[src/rtl/sdp_pkg.sv]
// rtl/sdp_pkg.sv - shared width, latency, op encoding and reset constants for the SDP datapath
package sdp_pkg;

  localparam int SDP_W   = 8;
  localparam int SDP_LAT = 3;

  // Op code is {ctl_1, ctl_2}: bit 1 selects add/sub, bit 0 selects multiply/xor.
  typedef enum logic [1:0] {
    SUB_XOR = 2'b00,
    SUB_MUL = 2'b01,
    ADD_XOR = 2'b10,
    ADD_MAC = 2'b11
  } op_t;

  localparam logic [SDP_W-1:0] SDP_OUT_RST = '0;

endpackage

[src/rtl/sdp_pipe_stage.sv]
// rtl/sdp_pipe_stage.sv - generic valid/data pipeline register with collapsing bubbles
module sdp_pipe_stage #(
  parameter int            DW      = 8,
  parameter logic [DW-1:0] RST_VAL = '0
) (
  input  logic          clk,
  input  logic          reset,
  input  logic          up_valid,
  input  logic [DW-1:0] up_data,
  input  logic          down_adv,
  output logic          valid,
  output logic [DW-1:0] data,
  output logic          adv
);

  logic          valid_q, valid_d;
  logic [DW-1:0] data_q, data_d;

  // An empty stage always advances, so bubbles are squeezed out under backpressure.
  assign adv = !valid_q || down_adv;

  always_comb begin
    valid_d = valid_q;
    data_d  = data_q;
    if (adv) begin
      valid_d = up_valid;
      // Data only moves with a real tuple so the output holds its last value when drained.
      if (up_valid) begin
        data_d = up_data;
      end
    end
  end

  always_ff @(posedge clk) begin
    if (reset) begin
      valid_q <= 1'b0;
      data_q  <= RST_VAL;
    end else begin
      valid_q <= valid_d;
      data_q  <= data_d;
    end
  end

  assign valid = valid_q;
  assign data  = data_q;

endmodule

[src/rtl/sdp_pipe_impl.sv]
// rtl/sdp_pipe_impl.sv - 3-stage valid/ready SDP pipeline; SDP_PIPE_PARITY_EN adds registered i_par
module sdp_pipe_impl
  import sdp_pkg::*;
#(
  parameter int W = SDP_W
) (
  input  logic         clk,
  input  logic         reset,
  input  logic         in_valid,
  output logic         in_ready,
  input  logic         ctl_1,
  input  logic         ctl_2,
  input  logic [W-1:0] a,
  input  logic [W-1:0] b,
  input  logic [W-1:0] c,
  output logic         out_valid,
  input  logic         out_ready,
  output logic [W-1:0] i_out
`ifdef SDP_PIPE_PARITY_EN
  ,
  output logic         i_par
`endif
);

  localparam int S1W = 2 * W + 2;
  localparam int S2W = W + 2;
`ifdef SDP_PIPE_PARITY_EN
  localparam int             S3W  = W + 1;
  localparam logic [S3W-1:0] S3RST = {1'b0, W'(SDP_OUT_RST)};
`else
  localparam int             S3W  = W;
  localparam logic [S3W-1:0] S3RST = W'(SDP_OUT_RST);
`endif

  logic           v1, v2, v3;
  logic           adv1, adv2, adv3;
  op_t            in_op, op1, op2;
  logic [W-1:0]   t1_d, t1_q, c1_q;
  logic [W-1:0]   t2_d, t2_q;
  logic [W-1:0]   acc_q, acc_d, res_d;
  logic [S1W-1:0] s1_in, s1_q;
  logic [S2W-1:0] s2_in, s2_q;
  logic [S3W-1:0] s3_in, s3_q;
  logic           cap3;

  // Stage 1: select add/sub.
  assign in_op = op_t'({ctl_1, ctl_2});
  assign t1_d  = ctl_1 ? (a + b) : (a - b);
  assign s1_in = {t1_d, c, in_op};

  sdp_pipe_stage #(.DW(S1W), .RST_VAL('0)) u_stage1 (
    .clk      (clk),
    .reset    (reset),
    .up_valid (in_valid),
    .up_data  (s1_in),
    .down_adv (adv2),
    .valid    (v1),
    .data     (s1_q),
    .adv      (adv1)
  );

  assign {t1_q, c1_q} = s1_q[S1W-1:2];
  assign op1          = op_t'(s1_q[1:0]);

  // Stage 2: multiply (low W bits) or xor.
  assign t2_d  = op1[0] ? (t1_q * c1_q) : (t1_q ^ c1_q);
  assign s2_in = {t2_d, op1};

  sdp_pipe_stage #(.DW(S2W), .RST_VAL('0)) u_stage2 (
    .clk      (clk),
    .reset    (reset),
    .up_valid (v1),
    .up_data  (s2_in),
    .down_adv (adv3),
    .valid    (v2),
    .data     (s2_q),
    .adv      (adv2)
  );

  assign t2_q = s2_q[S2W-1:2];
  assign op2  = op_t'(s2_q[1:0]);

  // Stage 3: accumulate only on the edge that actually captures a MAC tuple.
  assign cap3 = adv3 && v2;

  always_comb begin
    acc_d = acc_q;
    res_d = t2_q;
    if (op2 == ADD_MAC) begin
      res_d = acc_q + t2_q;
      if (cap3) begin
        acc_d = res_d;
      end
    end
  end

  always_ff @(posedge clk) begin
    if (reset) begin
      acc_q <= '0;
    end else begin
      acc_q <= acc_d;
    end
  end

`ifdef SDP_PIPE_PARITY_EN
  assign s3_in = {^res_d, res_d};
`else
  assign s3_in = res_d;
`endif

  sdp_pipe_stage #(.DW(S3W), .RST_VAL(S3RST)) u_stage3 (
    .clk      (clk),
    .reset    (reset),
    .up_valid (v2),
    .up_data  (s3_in),
    .down_adv (out_ready),
    .valid    (v3),
    .data     (s3_q),
    .adv      (adv3)
  );

  assign in_ready  = adv1;
  assign out_valid = v3;
  assign i_out     = s3_q[W-1:0];
`ifdef SDP_PIPE_PARITY_EN
  assign i_par     = s3_q[W];
`endif

endmodule

[config.mk]
export PLATFORM = sky130hd
export DESIGN_NAME = sdp_pipe_impl
export DESIGN_NICKNAME = d
export VERILOG_FILES = /design/src/rtl/sdp_pkg.sv /design/src/rtl/sdp_pipe_stage.sv /design/src/rtl/sdp_pipe_impl.sv
export SDC_FILE = /design/constraint.sdc
export NUM_CORES = 1
export LEC_CHECK = 0
export BUFFER_PORTS_ARGS = -buffer_cell sky130_fd_sc_hd__buf_2
export CAP_MARGIN = 5
export CORE_ASPECT_RATIO = 1.5
export CORE_MARGIN = 4
export CORE_UTILIZATION = 64
export CTS_CLUSTER_SIZE = 8
export DETAILED_ROUTE_END_ITERATION = 8
export PLACE_DENSITY = 0.86
export RECOVER_POWER = 100
export SYNTH_ARGS = -nofsm -noshare
export SYNTH_HDL_FRONTEND = slang
export SYNTH_SLANG_ARGS = --single-unit
[constraint.sdc]
create_clock -name clk -period 12.8 [get_ports clk]
set_clock_uncertainty 0.2 [all_clocks]
set_input_delay 1.92 -clock clk [delete_from_list [all_inputs] [get_ports clk]]
set_output_delay 1.92 -clock clk [all_outputs]
set_load 0.05 [all_outputs]
# Word-level counts from Yosys, hierarchy flattened
# Cells that the tools add are included.
[classes]
n_addsub = 3
n_mul = 1
n_eq_ne = 1
muxes = 3
bitwise_logic = 1
reduce_logical = 11
[ops]
columns = ["op", "count"]
rows = [
  ["8-bit two-way mux", 3],
  ["8-bit adder", 2],
  ["8-bit by 8-bit multiplier with 8-bit output", 1],
  ["2-bit AND reduction", 4],
  ["8-bit subtractor", 1],
  ["8-bit bitwise XOR", 1],
  ["1-bit zero test", 3],
  ["1-bit logical OR", 3],
  ["2-bit equality test, second input constant", 1],
  ["1-bit logical AND", 1],
]
[word_totals]
reg_bits = 47

# Longest topological paths before layout
# Gate-level depths: netlist (run 1).
[depth]
ltp_word = 5
mapped_depth = 15
depth_no_buf = 15

# Hierarchy
# From an unflattened synthesis (run 1), not the netlist that was laid out.
[hier_totals]
hier_cells = 447
hier_area_um2 = 4115.2
[by_module_without_submodules]
columns = ["module", "instances", "cells_per_inst", "area_per_inst_um2", "seq_area_each_um2"]
rows = [
  ["sdp_pipe_impl", 1, 271, 2178.3, 160.2],
  ["sdp_pipe_stage at u_stage1", 1, 86, 991.0, 380.4],
  ["sdp_pipe_stage at u_stage2", 1, 49, 504.2, 220.2],
  ["sdp_pipe_stage at u_stage3", 1, 41, 441.7, 180.2],
]

# Least setup slack after synthesis (run 1)
# OpenSTA, ideal clock, no wires.
[synth_timing]
path_kind = "in2out"
startpoint = "in out_ready"
endpoint = "out in_ready"
arrival_ns = 2.663
required_time_ns = 10.680
slack_ns = 8.017
cell_stages = 3
path_cell_list = "nor2b_1 -> clkbuf_1 -> nand3_1"
[synth_via]
elab_chain_len = 3
[synth_lines]
columns = ["item", "line_no", "source"]
rows = [
  ["start: declaration", "sdp_pipe_impl.sv:17", "input logic out_ready,"],
  ["1-bit logical OR (3 in series)", "sdp_pipe_stage.sv:20", "assign adv = !valid_q || down_adv;"],
  ["end: declaration", "sdp_pipe_impl.sv:10", "output logic in_ready,"],
]
# Every way passes these cells.

# Final worst setup path (run 1)
# Ends and elaborated chain as after synthesis.

==> metrics.md, run 1 <==
| Metric | Value |
|---|---|
| Syn Area/Cell | 8.07 µm² |
| Placed Area | 3690 µm² |
| Worst stage delay on the critical path | 0.33 ns |
| Fillers | 419 |
| GR Overflow Total | 0 |
| Clock buffer depth | 2 |
| Crit-path cells | buf_2 -> nor2b_1 -> nand3_1 -> clkbuf_1 |
| Vias in the first global route | 3078 |
| Starting Density | 0.665 |
| I/O pin total | 40 |
| Via density | 5.63 |
| RSZ-0062 raised after global routing | no |
| Reg clk slew, reported paths | 0.09 ns |
| Post-CTS setup buffer count | 0 |
| ANT nets after route | 0 |
| Max-slew violations | 51 |
| Multi-input logic area | 2300 µm² |
| Max-slew headroom | -0.405 |
| WL per Instance | 13.8 µm |
| Hold Buf Count CTS | 0 |
| WP data arrival | 2.84 ns |
| Die X | 68.1 µm |
| Fmax achieved | 201 MHz |
| Placer Congestion | 0.867 |
| CTS root buf | clkbuf_8 |
| VDD IR max | 0.0863 mV |
| Final non-filler cell area | 3810 µm² |
| Most frequent cells in the layout | nand2_1, dfxtp_1, inv_1, a21oi_1, ha_1 |
| Post-synthesis sequential area ratio | 0.272 |
| Num CTS Buffers | 5 |
| Hold path depth | 2 |
| Core ar. | 5200 µm² |
| WL final | 7300 µm |
| Final Critical Period | 4.96 ns |
| # DRC | 0 |
| GR peak layer | met2 |
| R2R Path Start | u_stage1.data[11] |
| Worst-path fanout max | 7 |
| CTS H-tree depth | 2 |
| Critical path depth in cells | 4 |
| Most common cell after layout, fill and taps aside | nand2_1 |
| Final design utilization | 0.732 |
| GR Util All Layers | 0.240 |
| Finished Layout Cells | 529 |
| Worst r2r path cells | 13 |
| First-pass GRT wire length | 12600 µm |
| Met2 GRT Util | 0.461 |
| Critical path class | in2out |
| Chip height | 98.1 µm |
| Clock latency on the worst-skew pair | 0.30 ns |
| Cells after DPL | 521 |
| Slowest CP cell | clkbuf_1 |
| Status | finished, violations left |
| Crit path capture | in_ready |
| Fin worst setup slack | 7.84 ns |
| Met3 usage in global routing | 0.0345 |
| Initial antenna violation count | 0 |
| Yosys cell types | 38 |
| First-pass iteration count of the detailed router | 4 |
| P_leak | 1.75 nW |
| Crit. End Element | output port |
| Nets | 539 |
| Syn_nets | 508 |
| Diodes inserted | 0 |
| Final setup fails | 0 |
| Final Hold Vio Count | 0 |
| DP Wirelength | 5710 µm |
| Buf/Inv on CP | 2 |
| Post-Syn Area | 3460 µm² |
| Dpl ws | 7.93 ns |
| Die area | 6670 µm² |
| Worst Hold Class | reg2reg |
| Clk sinks | 47 |
| Violated checks | capacitance limit, slew limit |
| Area grow syn2layout | 10.1% |
| Crit path max-delay family | simple AND/OR/NAND/NOR gates |
| Pwr per Cell Area | 97.0 nW/µm² |
| Post-CTS sizing | 0 |
| Least-Margin Pin Slew | 2.11 ns |
| Final Cycle Share | 0.388 |
| Crit path launch | out_ready |
| Via count | 2978 |
| RR Endpoint | u_stage2.data[9] |
| Hold Crit Start | u_stage3.data[1] |
| Share of cells above drive strength 1 | 0.0803 |
| Total power | 370 µW |
| Flop2flop setup slack | 8.31 ns |
| M1 GR Usage | 0.245 |
| Port bufs | 39 |
| Largest net degree at the start of global routing | 51 |
| Startpoint types | input pin |
| Row count | 32 |
| Sequential cell area | 941 µm² |
| Sum Neg Setup Slack | 0 ns |
| Synth Instances | 429 |
| CTS tree | done |
| Max-cap violations | 1 |
| DR iter-0 viols | 151 |
| #FFs+latches synth | 47 |
| Required time of the critical path | 10.68 ns |
| Ys Warns | 0 |
| Smallest hold slack | 0.259 ns |
==> power by group <==
group          leakage (nW)  total [mW]  switching, mW  internal, mW
registers             0.384       0.166         0.0116         0.154
clock network        0.0644       0.128         0.0501        0.0778
logic                  1.30      0.0762         0.0428        0.0334
==> logic make-up (layout without fill, tap and decap cells) <==
| group | after synthesis | count (layout) | synth area share |
|---|---|---|---|
| compound gates | 90 | 90 | 0.158 |
| xor+xnor | 32 | 32 | 0.0929 |
| fa+ha+maj | 49 | 49 | 0.207 |
| buf+inv | 60 | 92 | 0.0651 |
| flops | 47 | 47 | 0.272 |
| mux | 5 | 5 | 0.0148 |
| simple gates | 146 | 146 | 0.190 |
==> worst min-delay path by stage <==
stage                     slack [ns]                to
final                           0.26  u_stage3.data[1]
after CTS                       0.26  u_stage3.data[1]
after global placement          0.24  u_stage3.data[1]
after global routing            0.30          acc_q[3]
after detailed placement        0.25  u_stage3.data[1]
after floorplan                 0.24  u_stage1.data[1]
==> synthesized netlist by cell type <==
library cell | instances | area share
a311oi_1 | 3 | 0.0076
nand2_1 | 67 | 0.073
nand3b_1 | 4 | 0.0087
or3_1 | 1 | 0.0018
nor4_1 | 2 | 0.0036
o21bai_1 | 2 | 0.0043
o41ai_1 | 1 | 0.0025
o31ai_1 | 1 | 0.0022
clkbuf_1 | 16 | 0.017
and2_1 | 15 | 0.027
a21o_1 | 7 | 0.015
fa_1 | 14 | 0.081
inv_1 | 44 | 0.048
o211ai_1 | 1 | 0.0022
o211a_1 | 1 | 0.0029
xnor3_1 | 3 | 0.020
nand3_1 | 9 | 0.013
dfxtp_1 | 47 | 0.27
xnor2_1 | 15 | 0.038
xor2_1 | 14 | 0.035
nor3_1 | 4 | 0.0058
o32ai_1 | 1 | 0.0025
nor3b_1 | 2 | 0.0043
a211oi_1 | 11 | 0.024
nor2_1 | 32 | 0.035
o21ai_0 | 11 | 0.016
a21oi_2 | 1 | 0.0025
nand2b_1 | 2 | 0.0036
or4_1 | 1 | 0.0022
a21boi_0 | 2 | 0.0043
and3_1 | 2 | 0.0036
mux2_2 | 1 | 0.0033
a31oi_1 | 4 | 0.0072
mux2i_1 | 4 | 0.012
a211o_1 | 1 | 0.0025
ha_1 | 35 | 0.13
nor2b_1 | 5 | 0.0090
a21oi_1 | 43 | 0.062
==> final cells by class <==
cell class | count | area share
well taps | 68 | 0.0223
clock inverters | 3 | 0.0177
flip-flops and latches | 47 | 0.247
clock buffers | 5 | 0.0181
multi-input cells | 322 | 0.602
inverters | 44 | 0.0433
repair buffers | 40 | 0.0492
==> worst reg2reg max path, stage by stage, from the launching register on <==
cell	delay [ns]
dfxtp_1	0.48
nand2_1	0.13
fa_1	0.46
fa_1	0.54
inv_1	0.05
fa_1	0.48
inv_1	0.05
fa_1	0.42
xor2_1	0.19
xnor3_1	0.32
xnor3_1	0.40
xnor3_1	0.24
a211o_1	0.32
a21oi_2	0.11
==> flip-flops by register name, indices dropped and copies added (netlist names) <==
name and count:
u_stage1.valid 1, u_stage3.valid 1, acc_q 8, u_stage2.data 10
u_stage1.data 18, u_stage3.data 8, u_stage2.valid 1
==> per-layer routing <==
metal	part of all wire	up-vias
li1	-	1490
met1	0.38	1408
met2	0.57	65
met3	0.038	15
met4	0.019	0
met5	0	-
(Power assumes the default switching activity.)
==> inputs of run 2 (changes only) <==
--- a/config.mk
+++ b/config.mk
@@ -5,14 +5,15 @@
 export SDC_FILE = /design/constraint.sdc
 export NUM_CORES = 1
 export LEC_CHECK = 0
+export ABC_AREA = 1
 export BUFFER_PORTS_ARGS = -buffer_cell sky130_fd_sc_hd__buf_2
 export CAP_MARGIN = 5
 export CORE_ASPECT_RATIO = 1.5
 export CORE_MARGIN = 4
-export CORE_UTILIZATION = 64
+export CORE_UTILIZATION = 54
 export CTS_CLUSTER_SIZE = 8
 export DETAILED_ROUTE_END_ITERATION = 8
-export PLACE_DENSITY = 0.86
+export PLACE_DENSITY = 0.77
 export RECOVER_POWER = 100
 export SYNTH_ARGS = -nofsm -noshare
 export SYNTH_HDL_FRONTEND = slang
==> constraint.sdc (replaced) <==
create_clock -name clk -period 4.45 [get_ports clk]
set_clock_uncertainty 0.2 [all_clocks]
set_input_delay 0.6675 -clock clk [delete_from_list [all_inputs] [get_ports clk]]
set_output_delay 0.6675 -clock clk [all_outputs]
set_load 0.05 [all_outputs]
==> run 2 against run 1 <==
Effect of this change:
- the flow now finishes without violations
- first-iteration DRC count fell by 19%
- total power grew to 2.7 times the previous value
- utilization shrank 13 points
- critical path type is now reg2reg
==> metrics.md, run 2 <==
| Metric | Value |
|---|---|
| #FFs+latches synth | 47 (unchanged) |
| Mux contribution to synthesized area | 0 (-0.0148) |
| Nets | 624 (+16%) |
| Worst-path fanout max | 8 (+1) |
| Clock buffer depth | 2 (unchanged) |
| Post-synthesis compound-gate area fraction | 0.134 (-0.0238) |
| Status | complete, no violations |
| Final Cycle Share | 0.942 |
| Sequential cell area | 957 µm² (+1.7%) |
| Initial antenna violation count | 0 (unchanged) |
| Cells after DPL | 614 (+18%) |
| Vias in the first global route | 3284 (+6.7%) |
| Via count | 3213 (+7.9%) |
| Slowest CP cell | fa_1 |
| Least-Margin Pin Slew | 0.596 ns (-1.51 ns) |
| DP Wirelength | 6220 µm (+8.9%) |
| Total power | 1.01 mW (+170%) |
| Area grow syn2layout | 8.53% |
| DR iter-0 viols | 123 (-19%) |
| Yosys cell types | 34 (-11%) |
| WP data arrival | 4.16 ns (+1.32 ns) |
| Crit path top cell by count | nand2_1 |
| Die X | 75.0 µm (+10%) |
| Starting Density | 0.557 (-0.108) |
| Main combinational cell family by area after synthesis | simple AND/OR/NAND/NOR gates |
| First-pass GRT wire length | 13400 µm (+6.0%) |
| CTS tree | done |
| Top-count cell post-synth | nand2_1 |
| CTS root buf | clkbuf_8 |
| Sum Neg Setup Slack | 0 ns (unchanged) |
| Diodes inserted | 0 (unchanged) |
| Final Critical Period | 4.19 ns |
| Ys Warns | 0 (unchanged) |
| Largest net degree at the start of global routing | 28 (-45%) |
| Post-synthesis simple-gate area fraction | 0.240 (+0.0503) |
| Num CTS Buffers | 5 (unchanged) |
| Crit-path cells | nand2_1 -> fa_1 -> fa_1 -> inv_1 -> fa_1 -> inv_1 -> fa_1 -> inv_1 -> ha_1 -> nand2_1 -> nand2_1 -> nor2_2 -> inv_1 -> nand2_2 -> nand2_1 -> nand2_2 -> nand2_1 -> nand2_1 -> nand3_1 -> nand2_1 -> a21oi_2 |
| Max-slew violations | 0 (-100%) |
| Top cells by area, synth | dfxtp_1, ha_1, nand2_1, inv_1, fa_1 |
| Crit. End Element | flip-flop |
| Sw frac | 0.331 (+0.0480) |
| Top cells by count, synth | nand2_1, inv_1, dfxtp_1, a21oi_1, nor2_1 |
| ANT nets after route | 0 (unchanged) |
| Most common cell after layout, fill and taps aside | nand2_1 |
| Sequential share of power | 0.469 (+0.021) |
| Core ar. | 6530 µm² (+25%) |
| First-pass iteration count of the detailed router | 4 (unchanged) |
| Share of cells above drive strength 1 | 0.132 (+0.0516) |
| VDD IR max | 0.164 mV (+89%) |
| Finished Layout Cells | 622 (+18%) |
| Synth Instances | 508 (+18%) |
| # DRC | 0 (unchanged) |
| Max-slew headroom | 0.605 (+1.01) |
| WL final | 7730 µm (+5.9%) |
| Worst stage delay on the critical path | 0.54 ns (+0.21 ns) |
| Chip height | 109 µm (+11%) |
| Required time of the critical path | 4.42 ns (-6.26 ns) |
| Die area | 8140 µm² (+22%) |
| Ys flop type | dfxtp_1 |
| Multi-input logic area | 2240 µm² (-2.5%) |
| NetSw | 334 µW (+220%) |
| Via density | 5.17 (-8.2%) |
| Fin worst setup slack | 0.260 ns (-7.58 ns) |
| Pwr per Cell Area | 256 nW/µm² (+160%) |
| Comb pwr share | 0.256 (+0.050) |
| Area leader, netlist | dfxtp_1 |
| GR Overflow Total | 0 (unchanged) |
| Syn Area/Cell | 7.16 µm² (-11%) |
| P_leak | 2.09 nW (+19%) |
| Post-Synth XOR/XNOR Area | 0.0506 (-0.0423) |
| Critical path class | reg2reg |
| Fmax achieved | 239 MHz |
| GR Util All Layers | 0.209 (-0.0309) |
| I/O pin total | 40 (unchanged) |
| Pint | 675 µW (+150%) |
| Max-cap violations | 0 (-1) |
| Clock latency on the worst-skew pair | 0.30 ns (about the same) |
| Number of synthesized flops with an enable pin | 0 (unchanged) |
| Startpoint types | flip-flop |
| Max reg flops | 18 (unchanged) |
| Syn_nets | 587 (+16%) |
| Placer Congestion | 0.890 (+2.6%) |
| Area share of the largest cell type after synthesis | 0.259 (-0.0132) |
| Clk network pwr share | 0.275 (-0.071) |
| Port bufs | 39 (unchanged) |
| Row count | 36 (+13%) |
| Final Hold Vio Count | 0 (unchanged) |
| Post-Syn Area | 3640 µm² (+5.1%) |
| Final setup fails | 0 (unchanged) |
| WL per Instance | 12.4 µm (-10%) |
| Most frequent cells in the layout | nand2_1, inv_1, dfxtp_1, nor2_1, a21oi_1 |
| Dpl ws | 0.173 ns (-7.76 ns) |
| Reg clk slew, reported paths | 0.09 ns (about the same) |
| Fillers | 635 (+52%) |
| Final design utilization | 0.605 (-0.128) |
| Async S/R FF share, synth | 0 (unchanged) |
| Synth Area in Adders | 0.197 (-0.0101) |
| CTS H-tree depth | 2 (unchanged) |
| Worst Hold Class | reg2reg |
| Post-synthesis sequential area ratio | 0.259 (-0.0132) |
| Clk sinks | 47 (unchanged) |
[run 2: cell count changes after synthesis, moves of 7 or more]
cell      previous run  this run
o21ai_0             11        26
nand2_1             67       116
a21o_1               7         0
xnor2_1             15         7
a211oi_1            11         1
and2_1              15         0
nand2_2              0        13
clkbuf_1            16         3
inv_2                0         8
inv_1               44        82
[run 2: metrics by stage]
step	instance area, µm²	hold slack [ns]
6_report	3950	0.267
5_1_grt	3950	0.294
4_1_cts	3970	0.276
3_5_place_dp	3870	0.262
3_3_place_gp	3870	0.256
2_1_floorplan	3640	0.243
[run 2: logic make-up after synthesis]
group                    Yosys count
AO/OA/AOI/OAI                     89
AND/OR/NAND/NOR                  196
buffers and inverters            106
flip-flops                        47
XOR/XNOR                          21
adder cells (fa/ha/maj)           49
[run 2: cell type report]
type	instances	area share
Multi-Input combinational cell	355	0.567
Sequential cell	47	0.242
Inverter	93	0.0884
Timing Repair Buffer	43	0.0529
Tap cell	76	0.0241
Clock buffer	6	0.0209
Clock inverter	2	0.00412
[run 2: worst paths after layout]
kind | start | slack (ns) | cells past startpoint | endpoint
worst max-delay path | u_stage1.data[4] | 0.26 | 21 | u_stage2.data[9]
worst min-delay path | u_stage2.valid | 0.27 | 2 | u_stage3.valid
worst max register to register | u_stage1.data[4] | 0.26 | 21 | u_stage2.data[9]
worst min register to register | u_stage2.valid | 0.27 | 2 | u_stage3.valid
[run 2: worst max-delay path: cells and delay by family (launching register included)]
family / cells / cell delay [ns]
fa+ha+maj: 5 / 2.29
compound gates: 1 / 0.05
flops: 1 / 0.42
buf+inv: 4 / 0.21
simple gates: 11 / 0.89
[run 2: power by group through the flow]
stage / Combinational (mW) / Sequential (mW) / Clock (mW)
final: 0.258 / 0.474 / 0.277
after global routing: 0.300 / 0.478 / 0.302
after CTS: 0.263 / 0.473 / 0.282
after detailed placement: 0.262 / 0.483 / 0
after global placement: 0.252 / 0.481 / 0
after floorplan: 0.197 / 0.481 / 0
[run 2: metal layers]
layer,GRT usage,part of all wire,up-vias,wire length [µm]
met4,0.0891,0.034,0,263
met2,0.418,0.56,66,4360
li1,-,-,1677,-
met3,0.0260,0.037,25,289
met5,0,0,-,0
met1,0.200,0.36,1445,2820
[run 2: timing repair]
item | 4_1_cts | 5_1_grt
gates resized for setup | 0 | 10
hold buffers | 0 | 0
endpoints found under the setup margin | 0 | 1
setup buffers | 0 | 0
==> inputs of run 3 (changes only) <==
--- a/config.mk
+++ b/config.mk
@@ -6,6 +6,7 @@
 export NUM_CORES = 1
 export LEC_CHECK = 0
 export ABC_AREA = 1
+export ABC_CLOCK_PERIOD_IN_PS = 4450
 export BUFFER_PORTS_ARGS = -buffer_cell sky130_fd_sc_hd__buf_2
 export CAP_MARGIN = 5
 export CORE_ASPECT_RATIO = 1.5
@@ -15,6 +16,7 @@
 export DETAILED_ROUTE_END_ITERATION = 8
 export PLACE_DENSITY = 0.77
 export RECOVER_POWER = 100
+export REMOVE_ABC_BUFFERS = 1
 export SYNTH_ARGS = -nofsm -noshare
 export SYNTH_HDL_FRONTEND = slang
 export SYNTH_SLANG_ARGS = --single-unit
==> run 3 against run 2 <==
Effect of this change:
- sequential cell count stayed put
- largest power group unchanged
- die area did not move
- total power rose by 5.7%
- sequential share of layout area decreased by 0.34 points
- highest routed layer unchanged
- sequential power about the same
- clock-buffer cell count fell by 1
- utilization is 0.13 points higher
- final area rose by 0.22%
- critical path depth did not move
- non-clock buffer count up 1
- critical path type unchanged
- first-iteration DRC count down 15%
- via count grew 0.19%
==> metrics.md, run 3 (same netlist as run 2, synthesis figures left out) <==
| Metric | Value |
|---|---|
| Total power | 1.07 mW (+5.7%) |
| Reg clk slew, reported paths | 0.10 ns (about the same) |
| Required time of the critical path | 4.44 ns (+0.02 ns) |
| Final Cycle Share | 0.941 (-0.000988) |
| Max reg flops | 18 (unchanged) |
| Share of cells above drive strength 1 | 0.130 (-0.00207) |
| Placer Congestion | 0.866 (-2.8%) |
| # DRC | 0 (unchanged) |
| Max-slew headroom | 0.602 (-0.00231) |
| Most common cell after layout, fill and taps aside | nand2_1 |
| Chip height | 109 µm (unchanged) |
| Critical path class | reg2reg |
| RSZ-0062 raised after global routing | no |
| VDD IR max | 0.163 mV (-0.14%) |
| Least-Margin Pin Slew | 0.596 ns (+0.000250 ns) |
| Fillers | 595 (-6.3%) |
| Starting Density | 0.557 (unchanged) |
| Worst-path fanout max | 7 (-1) |
| Die area | 8140 µm² (unchanged) |
| WL per Instance | 12.6 µm (+1.5%) |
| Largest net degree at the start of global routing | 28 (unchanged) |
| Final Critical Period | 4.19 ns (-0.00440 ns) |
| Pwr per Cell Area | 269 nW/µm² (+5.4%) |
| Slowest CP cell | fa_1 |
| GR Util All Layers | 0.214 (+0.00565) |
| Area grow syn2layout | 8.77% |
| R2R Path Start | u_stage1.data[12] |
| Hold Crit Start | u_stage2.valid |
| Status | complete, no violations |
| Smallest hold slack | 0.268 ns (+0.000755 ns) |
| Final Hold Vio Count | 0 (unchanged) |
| WP data arrival | 4.18 ns (+0.02 ns) |
| Diodes inserted | 0 (unchanged) |
| Max-cap violations | 0 (unchanged) |
| Row count | 36 (unchanged) |
| Initial antenna violation count | 0 (unchanged) |
| Multi-input logic area | 2240 µm² (-0.17%) |
| Num CTS Buffers | 5 (unchanged) |
| GR Overflow Total | 0 (unchanged) |
| Die X | 75.0 µm (unchanged) |
| Most frequent cells in the layout | nand2_1, inv_1, dfxtp_1, a21oi_1, nor2_1 |
| Sequential cell area | 946 µm² (-1.2%) |
| First-pass iteration count of the detailed router | 4 (unchanged) |
| Clock buffer depth | 2 (unchanged) |
| Crit path launch | u_stage1.data[12] |
| WL final | 7860 µm (+1.6%) |
| Worst stage delay on the critical path | 0.56 ns (+0.02 ns) |
| Vias in the first global route | 3285 (+0.030%) |
| Core ar. | 6530 µm² (unchanged) |
| Nets | 625 (+0.16%) |
| Clock latency on the worst-skew pair | 0.32 ns (+0.02 ns) |
| Worst Hold Class | reg2reg |
| Startpoint types | flip-flop |
| Sum Neg Setup Slack | 0 ns (unchanged) |
| Clk sinks | 47 (unchanged) |
| Placed Area | 3880 µm² (+0.19%) |
| DP Wirelength | 6430 µm (+3.4%) |
| Port bufs | 39 (unchanged) |
| Final setup fails | 0 (unchanged) |
| I/O pin total | 40 (unchanged) |
| P_leak | 2.10 nW (+0.55%) |
| Hold Buf Count CTS | 0 (unchanged) |
| DR iter-0 viols | 104 (-15%) |
| First-pass GRT wire length | 13500 µm (+0.78%) |
| Crit-path cells | nand2_1 -> fa_1 -> fa_1 -> inv_1 -> fa_1 -> inv_1 -> fa_1 -> inv_1 -> ha_1 -> nand2_1 -> nand2_1 -> nor2_2 -> inv_1 -> nand2_2 -> nand2_1 -> nand2_2 -> nand2_1 -> nand2_1 -> nand3_1 -> nand2_1 -> a21oi_2 |
| Final non-filler cell area | 3960 µm² (+0.22%) |
| Via density | 5.17 (about the same) |
| Crit path top cell by count | nand2_1 |
| Crit. End Element | flip-flop |
| CTS root buf | clkbuf_8 |
| Max-slew violations | 0 (unchanged) |
| CTS tree | done |
| ANT nets after route | 0 (unchanged) |
| CTS H-tree depth | 2 (unchanged) |
| Via count | 3219 (+0.19%) |
| Fmax achieved | 239 MHz (+0.10%) |
==> run 3: critical path, delay by kind of cell, from the launching register on <==
kind	cells	cell delay, ns
adder cells (fa/ha/maj)	5	2.33
AND/OR/NAND/NOR	11	0.87
flip-flops	1	0.40
buffers and inverters	4	0.23
AO/OA/AOI/OAI	1	0.05
==> run 3: stage by stage <==
stage | worst slack (ns) | instances | util
after floorplan | 0.425 | 495 | -
after global placement | 0.315 | 615 | 0.594
after detailed placement | 0.157 | 615 | 0.594
after CTS | 0.134 | 623 | 0.612
after global routing | 0.0329 | 623 | 0.606
final | 0.264 | 623 | 0.606
==> run 3: final cells by class <==
class	count	share of cell area
clock buffers	5	0.0174
clock inverters	3	0.0117
inverters	93	0.0882
multi-input cells	355	0.565
flip-flops and latches	47	0.239
well taps	76	0.0240
repair buffers	44	0.0547
==> run 3: what timing repair did <==
item / 4_1_cts / 5_1_grt
buffers inserted: 0 / 0
hold endpoints to repair: 0 / 0
endpoints found under the setup margin: 0 / 1
resized for setup: 0 / 5
==> run 3: worst paths after layout <==
| check | end | slack [ns] | depth (start not counted) |
|---|---|---|---|
| worst min register to register | u_stage3.valid | 0.27 | 2 |
| worst max register to register | u_stage2.data[9] | 0.26 | 21 |
| worst max-delay path | u_stage2.data[9] | 0.26 | 21 |
| worst min-delay path | u_stage3.valid | 0.27 | 2 |
==> run 3: power by group <==
group          switching [mW]  leakage (nW)  total, mW  internal [mW]
Sequential             0.0280         0.387      0.473          0.445
Combinational           0.160          1.66      0.265          0.105
Clock                   0.159        0.0548      0.329          0.169
==> run 3: routing by layer <==
| layer | wire length [µm] | global-route usage | vias up |
|---|---|---|---|
| met5 | 0 | 0 | - |
| met4 | 303 | 0.101 | 0 |
| met3 | 242 | 0.0335 | 20 |
| met2 | 4380 | 0.420 | 58 |
| met1 | 2930 | 0.206 | 1467 |
| li1 | - | - | 1674 |
